### config.mk
export PLATFORM = sky130hd
export DESIGN_NAME = key_event_gen
export DESIGN_NICKNAME = d
export VERILOG_FILES = /design/src/rtl/key_event_gen.sv
export SDC_FILE = /design/constraint.sdc
export NUM_CORES = 1
export LEC_CHECK = 0
export BUFFER_PORTS_ARGS = -buffer_cell sky130_fd_sc_hd__buf_2
export CORE_UTILIZATION = 30
export DETAILED_ROUTE_END_ITERATION = 8
export PLACE_DENSITY = 0.57
export SETUP_SLACK_MARGIN = 0.3
export SLEW_MARGIN = 25
export SYNTH_ARGS = -nofsm -noshare
export SYNTH_HDL_FRONTEND = slang
export SYNTH_SLANG_ARGS = --single-unit
### constraint.sdc
create_clock -name Clk -period 3.6 [get_ports Clk]
set_input_delay 1.08 -clock Clk [delete_from_list [all_inputs] [get_ports Clk]]
set_output_delay 1.08 -clock Clk [all_outputs]
set_load 0.02 [all_outputs]
### src/rtl/key_event_gen.sv
// key_event_gen: turns the sampled HID keycode level into press/repeat/release
// events and queues them in a small FIFO with a valid/ready handshake.
//
// Ports:
//   Clk, Reset     - clock, async active-high reset
//   keycode        - current HID keycode (8'h00 = no key)
//   frame_tick     - one-Clk pulse per video frame, paces key repeat
//   evt_ready      - consumer accepts the head event this cycle
//   evt_valid      - FIFO non-empty
//   evt_code       - keycode of head event (0 when empty)
//   evt_type       - 01 press, 10 repeat, 11 release (0 when empty)
//   held_code      - last-sampled keycode
//   fifo_overflow  - sticky, set when an event had to be dropped

module key_event_gen #(
    parameter int REPEAT_DELAY  = 30,
    parameter int REPEAT_PERIOD = 6,
    parameter int FIFO_DEPTH    = 4
) (
    input  logic       Clk,
    input  logic       Reset,
    input  logic [7:0] keycode,
    input  logic       frame_tick,
    input  logic       evt_ready,
    output logic       evt_valid,
    output logic [7:0] evt_code,
    output logic [1:0] evt_type,
    output logic [7:0] held_code,
    output logic       fifo_overflow
);

    localparam int AW   = $clog2(FIFO_DEPTH);
    localparam int CW   = AW + 1;
    localparam int MAXC = (REPEAT_DELAY > REPEAT_PERIOD) ? REPEAT_DELAY
                                                         : REPEAT_PERIOD;
    localparam int CNTW = (MAXC > 1) ? $clog2(MAXC) : 1;

    localparam logic [1:0] T_PRESS   = 2'b01;
    localparam logic [1:0] T_REPEAT  = 2'b10;
    localparam logic [1:0] T_RELEASE = 2'b11;

    typedef enum logic [1:0] {
        S_IDLE,
        S_DELAY,
        S_REPEAT
    } state_t;

    // Key sampling and change detection
    logic [7:0] r_prev_code;
    logic       w_change;
    logic       w_rel;
    logic       w_press;

    assign w_change = (keycode != r_prev_code);
    assign w_rel    = w_change && (r_prev_code != 8'h00);
    assign w_press  = w_change && (keycode != 8'h00);

    always_ff @(posedge Clk or posedge Reset) begin
        if (Reset) r_prev_code <= 8'h00;
        else       r_prev_code <= keycode;
    end

    // Repeat FSM
    state_t            r_state;
    state_t            w_state_nxt;
    logic [CNTW-1:0]   r_cnt;
    logic [CNTW-1:0]   w_cnt_nxt;
    logic              w_rpt;

    always_ff @(posedge Clk or posedge Reset) begin
        if (Reset) begin
            r_state <= S_IDLE;
            r_cnt   <= '0;
        end else begin
            r_state <= w_state_nxt;
            r_cnt   <= w_cnt_nxt;
        end
    end

    // A key change takes priority over a due repeat and ignores the
    // frame_tick of the same edge, so the new delay starts untouched.
    always_comb begin
        w_state_nxt = r_state;
        w_cnt_nxt   = r_cnt;
        w_rpt       = 1'b0;
        if (w_change) begin
            if (keycode != 8'h00) begin
                w_state_nxt = S_DELAY;
                w_cnt_nxt   = CNTW'(REPEAT_DELAY - 1);
            end else begin
                w_state_nxt = S_IDLE;
                w_cnt_nxt   = '0;
            end
        end else if (frame_tick && (r_state != S_IDLE)) begin
            if (r_cnt == '0) begin
                w_rpt       = 1'b1;
                w_state_nxt = S_REPEAT;
                w_cnt_nxt   = CNTW'(REPEAT_PERIOD - 1);
            end else begin
                w_cnt_nxt = r_cnt - 1'b1;
            end
        end
    end

    // Event generation: at most two events per edge, release before press
    logic [1:0] w_n_ev;
    logic [9:0] w_ev0;
    logic [9:0] w_ev1;

    always_comb begin
        w_n_ev = 2'd0;
        w_ev0  = '0;
        w_ev1  = '0;
        if (w_rel && w_press) begin
            w_n_ev = 2'd2;
            w_ev0  = {T_RELEASE, r_prev_code};
            w_ev1  = {T_PRESS, keycode};
        end else if (w_rel) begin
            w_n_ev = 2'd1;
            w_ev0  = {T_RELEASE, r_prev_code};
        end else if (w_press) begin
            w_n_ev = 2'd1;
            w_ev0  = {T_PRESS, keycode};
        end else if (w_rpt) begin
            w_n_ev = 2'd1;
            w_ev0  = {T_REPEAT, r_prev_code};
        end
    end

    // Event FIFO
    logic [9:0]    r_mem [FIFO_DEPTH];
    logic [AW-1:0] r_wr_ptr;
    logic [AW-1:0] r_rd_ptr;
    logic [CW-1:0] r_count;
    logic          r_ovf;
    logic [AW-1:0] w_wr_ptr1;
    logic          w_pop;
    logic [CW-1:0] w_free;
    logic [1:0]    w_n_wr;
    logic          w_drop;
    logic [9:0]    w_head;

    assign evt_valid = (r_count != '0);
    assign w_pop     = evt_valid && evt_ready;
    assign w_wr_ptr1 = r_wr_ptr + 1'b1;
    // A pop this cycle frees its slot for a same-cycle write.
    assign w_free    = CW'(FIFO_DEPTH) - r_count + CW'(w_pop);
    assign w_drop    = (CW'(w_n_ev) > w_free);
    // When dropping, free space is below two, so its low bits are exact.
    assign w_n_wr    = w_drop ? w_free[1:0] : w_n_ev;

    always_ff @(posedge Clk) begin
        if (w_n_wr != 2'd0) r_mem[r_wr_ptr]  <= w_ev0;
        if (w_n_wr == 2'd2) r_mem[w_wr_ptr1] <= w_ev1;
    end

    always_ff @(posedge Clk or posedge Reset) begin
        if (Reset) begin
            r_wr_ptr <= '0;
            r_rd_ptr <= '0;
            r_count  <= '0;
            r_ovf    <= 1'b0;
        end else begin
            r_wr_ptr <= r_wr_ptr + AW'(w_n_wr);
            if (w_pop) r_rd_ptr <= r_rd_ptr + 1'b1;
            r_count  <= r_count + CW'(w_n_wr) - CW'(w_pop);
            if (w_drop) r_ovf <= 1'b1;
        end
    end

    assign w_head        = r_mem[r_rd_ptr];
    assign evt_code      = evt_valid ? w_head[7:0] : 8'h00;
    assign evt_type      = evt_valid ? w_head[9:8] : 2'b00;
    assign held_code     = r_prev_code;
    assign fifo_overflow = r_ovf;

endmodule

**Word level (Yosys, flattened, before mapping)**

Memory sizes are Yosys's and may differ from the RTL's.
Cells that the tools add are included.

- Output and inout port bits: 20
- Register bits: 23
- Input bits: 12
- Memories kept: 1
- Memory bits (writable): 40

Memory list:

| name | depth | bits a word | rd ports | clocked after memory_dff | write ports | line | RTL |
|---|---|---|---|---|---|---|---|
| r_mem | 4 | 10 | 1 | 0 | 2 | 131 | `logic [9:0] r_mem [FIFO_DEPTH];` |

- Add/subtract/negate cells: 8
- Equal/unequal tests: 2
- Mux-type cells: 27
- Magnitude comparators: 1
- Reductions and logical operators: 14

Operator list:

| kind | number |
|---|---|
| two-way mux 10 bit | 4 |
| two-way mux 5 bit | 4 |
| nonzero test 8 bit | 2 |
| two-way mux 2 bit | 6 |
| two-way mux 1 bit | 11 |
| two-way mux 9 bit | 1 |
| two-way mux 8 bit | 1 |
| != test 8 bit | 1 |
| nonzero test 2 bit | 4 |
| logical AND 1 bit | 5 |
| logical NOT 5 bit | 1 |
| subtractor 5 x 1 -> 5 bit (second input constant) | 1 |
| adder 2 x 1 -> 2 bit (second input constant) | 2 |
| adder 3 x 1 -> 3 bit | 1 |
| adder 3 x 2 -> 3 bit | 1 |
| > comparator 2 x 3 -> 1 bit | 1 |
| nonzero test 3 bit | 1 |
| subtractor 3 x 1 -> 3 bit | 1 |
| subtractor 3 bit (first input constant) | 1 |
| adder 2 bit | 1 |
| == test 2 bit (second input constant) | 1 |
| AND reduction 2 bit | 1 |

**Longest topological paths before layout**

- Word-level depth: 13
- Depth in mapped cells: 18
- Gate-level depth less buffers: 17

**Worst setup path before layout**

No wires, ideal clock.

- Path kind: input to register
- Start point: input keycode[2]
- End point: register r_count[2]
- Required time: 3.477 ns
- Slack: -0.858 ns
- Arrival: 4.335 ns
- Library setup time: 0.123 ns
- Path buffers: 1
- Stages: 17
- Cell sequence: xor2_1 nor4_2 a21oi_2 o21ai_2 inv_1 ha_1 nand2b_1 a221oi_2 buf_2 mux2_2 ha_1 inv_1 ha_1 inv_1 fa_1 xor2_1 xnor2_1

- Longest elaborated chain between the ends: 10
- Elaborated cells on any way between the ends: 14
- Classes of those cells: 2 x add/sub; 1 x order compare; 1 x eq/ne; 6 x mux; 4 x reduce/logical

Ends and longest elaborated chain:

| element | line | RTL |
|---|---|---|
| start, declared | 22 | `input logic [7:0] keycode,` |
| != test 8 bit | 54 | `assign w_change = (keycode != r_prev_code);` |
| two-way mux 1 bit | 86 | `if (w_change) begin` |
| two-way mux 1 bit | 124 | `end else if (w_rpt) begin` |
| two-way mux 1 bit | 121 | `end else if (w_press) begin` |
| two-way mux 1 bit | 118 | `end else if (w_rel) begin` |
| two-way mux 2 bit * | 114 | `if (w_rel && w_press) begin` |
| > comparator 2 x 3 -> 1 bit | 148 | `assign w_drop = (CW'(w_n_ev) > w_free);` |
| two-way mux 2 bit * | 150 | `assign w_n_wr = w_drop ? w_free[1:0] : w_n_ev;` |
| adder 3 x 2 -> 3 bit * | 166 | `r_count <= r_count + CW'(w_n_wr) - CW'(w_pop);` |
| subtractor 3 x 1 -> 3 bit * | 166 |  |
| end signal, assigned | 166 |  |
| end, declared | 134 | `logic [CW-1:0] r_count;` |

Every way passes the cells marked *; elsewhere a longest branch is shown, timed or not.
A chain may end at the register's enable or synchronous reset.

**Worst setup path in the final report**

- Start point: input keycode[0]
- End point: register r_count[2]

Same word-level chain as after synthesis.

==> flow_summary.ini <==
[status]
status = finished with violations
failed_checks = negative setup slack

[power]
total_power_uw = 6020
leakagePower_uw = 0.00199
power.density_cell_area_nw_per_um2 = 1180
ir_drop_v = 0.000560

[grt]
grt_pass1_vias = 2701
grt.total_usage_pct = 16.2
grt_use_met1_pct = 19.9
largest_net_degree_at_the_start_of_global_routing = 24
met3_usage_in_global_routing_pct = 3.08
grt_pass1_wl_microns = 14500
overflow = 0
global_route.peak_usage_layer = met2
number_of_antenna_violations_at_the_first_check_in_global_routing = 0
met2_usage_pct = 27.9

[critical_path]
r2r.worst_path.cells = 17
critPathRequiredTime_ps = 3820
sort_of_element_at_the_end_of_the_critical_path = register
crit_type = input pin to register
crit-reg2reg-capture = r_count[2]
r2r_setup_slack_ps = 50
worst_ep_arrival_time_ps = 4040
worstReg2RegStart = r_count[1]
critical_path_peak_fanout = 5
kind_of_start_point_of_the_critical_path = input pin

[sta]
final_hold_viol_count = 0
tns_ps = -4160
period_needed_ps = 3820
finalSetupViolations = 63
drv_slew = 0
period_share_pct = 106
worst_margin_slew_ps = 914
minimum_hold_slack_ps = 460
slew_headroom_pct = 39.1
timing.clock.skew_ps = 9.49
grt_setup_unrepaired = yes
achievable-frequency_ghz = 0.262
postLayoutSetupSlackWorst_ps = -224

[layout]
mostFrequentLayoutCells = 44 x sky130_fd_sc_hd__buf_4, 36 x sky130_fd_sc_hd__edfxtp_1, 28 x sky130_fd_sc_hd__a22o_1
number_of_nets_in_the_finished_design = 400
fin_util_pct = 44.9
layout_cells_sized_above_1_pct = 47.1
num_antenna_cells = 0
area.growth.synth_to_final_pct = 46.3
fillers = 1025
mostFrequentLayoutCell = sky130_fd_sc_hd__buf_4

[yosys]
post-synth-top-area-fraction_pct = 31.0
avgSynthCellArea_sq_um = 12.2
synth.largest_area_cell = sky130_fd_sc_hd__edfxtp_1
unique_cell_type_count_in_the_yosys_netlist = 53
number_of_synthesized_register_bits = 63
ys_top_cells_by_area = sky130_fd_sc_hd__edfxtp_1 31%, sky130_fd_sc_hd__dfrtp_1 17%, sky130_fd_sc_hd__a22o_1 7.0%
postSynthCellCount = 286
seq_area_frac_synth_pct = 49.8
area_of_the_mapped_netlist_sq_um = 3490
number_of_flops_mapped_to_enable_cells_by_yosys = 36
synth-warning-count = 0
synth_nets = 309
synthFlopType = sky130_fd_sc_hd__edfxtp_1
async_reset_ff_share_pct = 36.5

[floorplanning]
design.die.area_sq_um = 12100
die_y_extent_microns = 110
floorplan.io_pins = 32
core_area_sq_um = 11400
die_x_microns = 110
rows = 39
initial_utilization_pct = 30.7

[run]
max_cap_violations = 0

[clocking]
cts_inserted_buffers = 9
clock-sinks = 63
clkSlewWorstSetupHoldPaths_ps = 60
clock_latency_ps = 330
tritoncts = built
cts-root-to-sink-buffers = 2
cts-htree-levels = 3
cts.root.buffer_cell = sky130_fd_sc_hd__clkbuf_16

[route]
post_route_wl_microns = 9140
detailedRoute.firstIterationViolations = 75
detail_route.first_pass.iterations = 4
dr_total_vias = 2714
routed_via_density = 5.17
drt-wirelength-per-cell_microns = 17.4
drc = 0
ant_nets = 0

[hold_path]
end_of_the_worst_hold_path = r_mem[1][9]
hold_class = register to register
min_from = r_mem[1][9]
holdPathStages = 2

[place]
place_congestion = 0.835
post-dp-hpwl_microns = 6530
port_buffers = 31
==> registers in the layout (all words and copies together) (netlist names) <==
| register | cells |
|---|---|
| r_count | 3 |
| held_code | 8 |
| r_cnt | 5 |
| r_wr_ptr | 2 |
| fifo_overflow | 1 |
| r_rd_ptr | 2 |
| r_mem | 40 |
| r_state | 2 |
==> layout make-up <==
type                       instances  area [sq um]  share of cell area [%]
clock inverter                     6          92.6                    1.81
clock buffer                      10           239                    4.68
inverter                          13          48.8                   0.956
timing repair buffer              89           774                    15.2
sequential                        63          1740                    34.0
tap                              143           179                    3.51
multi-input combinational        201          2030                    39.8
==> worst max-delay path: stages <==
cell and delay, ps:
sky130_fd_sc_hd__buf_8 100, sky130_fd_sc_hd__or4_4 550, sky130_fd_sc_hd__o21ai_4 200, sky130_fd_sc_hd__inv_2 60, sky130_fd_sc_hd__ha_4 290, sky130_fd_sc_hd__nand2b_4 60
sky130_fd_sc_hd__a221oi_4 330, sky130_fd_sc_hd__mux2_4 350, sky130_fd_sc_hd__ha_4 210, sky130_fd_sc_hd__inv_2 50, sky130_fd_sc_hd__ha_4 110, sky130_fd_sc_hd__inv_2 30
sky130_fd_sc_hd__fa_2 330, sky130_fd_sc_hd__xor2_1 150, sky130_fd_sc_hd__xnor2_1 120
==> metrics by stage <==
| stage | std cells | cell area (sq um) | setup slack [ps] |
|---|---|---|---|
| 2_1_floorplan | 286 | 3660 | -701 |
| 3_3_place_gp | 498 | 4380 | -638 |
| 3_5_place_dp | 498 | 4380 | -689 |
| 4_1_cts | 518 | 4930 | -230 |
| 5_1_grt | 525 | 5100 | -321 |
| 6_report | 525 | 5100 | -224 |
==> cells in the mapped netlist (4+ instances only) <==
| library cell | count |
|---|---|
| sky130_fd_sc_hd__nor2_1 | 19 |
| sky130_fd_sc_hd__dfrtp_1 | 23 |
| sky130_fd_sc_hd__dfxtp_1 | 4 |
| sky130_fd_sc_hd__a32o_1 | 4 |
| sky130_fd_sc_hd__nor2_4 | 4 |
| sky130_fd_sc_hd__nand2_1 | 15 |
| sky130_fd_sc_hd__xor2_1 | 11 |
| sky130_fd_sc_hd__a22o_1 | 28 |
| sky130_fd_sc_hd__and2_1 | 18 |
| sky130_fd_sc_hd__mux4_2 | 10 |
| sky130_fd_sc_hd__a21oi_1 | 15 |
| sky130_fd_sc_hd__nor3_1 | 4 |
| sky130_fd_sc_hd__xnor2_1 | 4 |
| sky130_fd_sc_hd__ha_1 | 10 |
| sky130_fd_sc_hd__inv_1 | 13 |
| sky130_fd_sc_hd__o21ai_0 | 9 |
| sky130_fd_sc_hd__edfxtp_1 | 36 |
==> repair_timing <==
action                                 in CTS  in global routing
gates resized for setup                    37                 27
buffers inserted                            3                  7
endpoints found under the hold margin       0                  0
setup endpoints to repair                  79                 80
pin swaps                                  25                 14
gates cloned                                1                  0
hold buffers                                0                  0
==> how the worst max path moves through the flow <==
stage / from / endpoint / slack, ps / cells past startpoint
after floorplan: keycode[4] / r_count[2] / -700 / 17
after global routing: keycode[0] / r_count[2] / -320 / 15
final: keycode[0] / r_count[2] / -220 / 15
after detailed placement: keycode[2] / r_count[2] / -690 / 15
after CTS: keycode[0] / r_count[2] / -230 / 15
after global placement: keycode[2] / r_count[2] / -640 / 15
==> logic make-up after synthesis <==
| group | synth area share (%) |
|---|---|
| mux | 7.07 |
| flops | 49.8 |
| compound gates | 18.4 |
| simple gates | 14.3 |
| buf+inv | 2.48 |
| fa+ha+maj | 4.16 |
| xor+xnor | 3.77 |
==> report_power, final <==
| part | switching [uW] | internal, uW | total (uW) |
|---|---|---|---|
| clock network | 330 | 628 | 958 |
| registers | 164 | 1240 | 1400 |
| logic | 1770 | 1890 | 3660 |
==> per-layer routing <==
metal | part of all wire [%] | vias up
li1 | - | 1280
met1 | 43 | 1355
met2 | 51 | 64
met3 | 3.8 | 15
met4 | 2.1 | 0
met5 | 0 | -
Power figures use the tool's default switching activity.
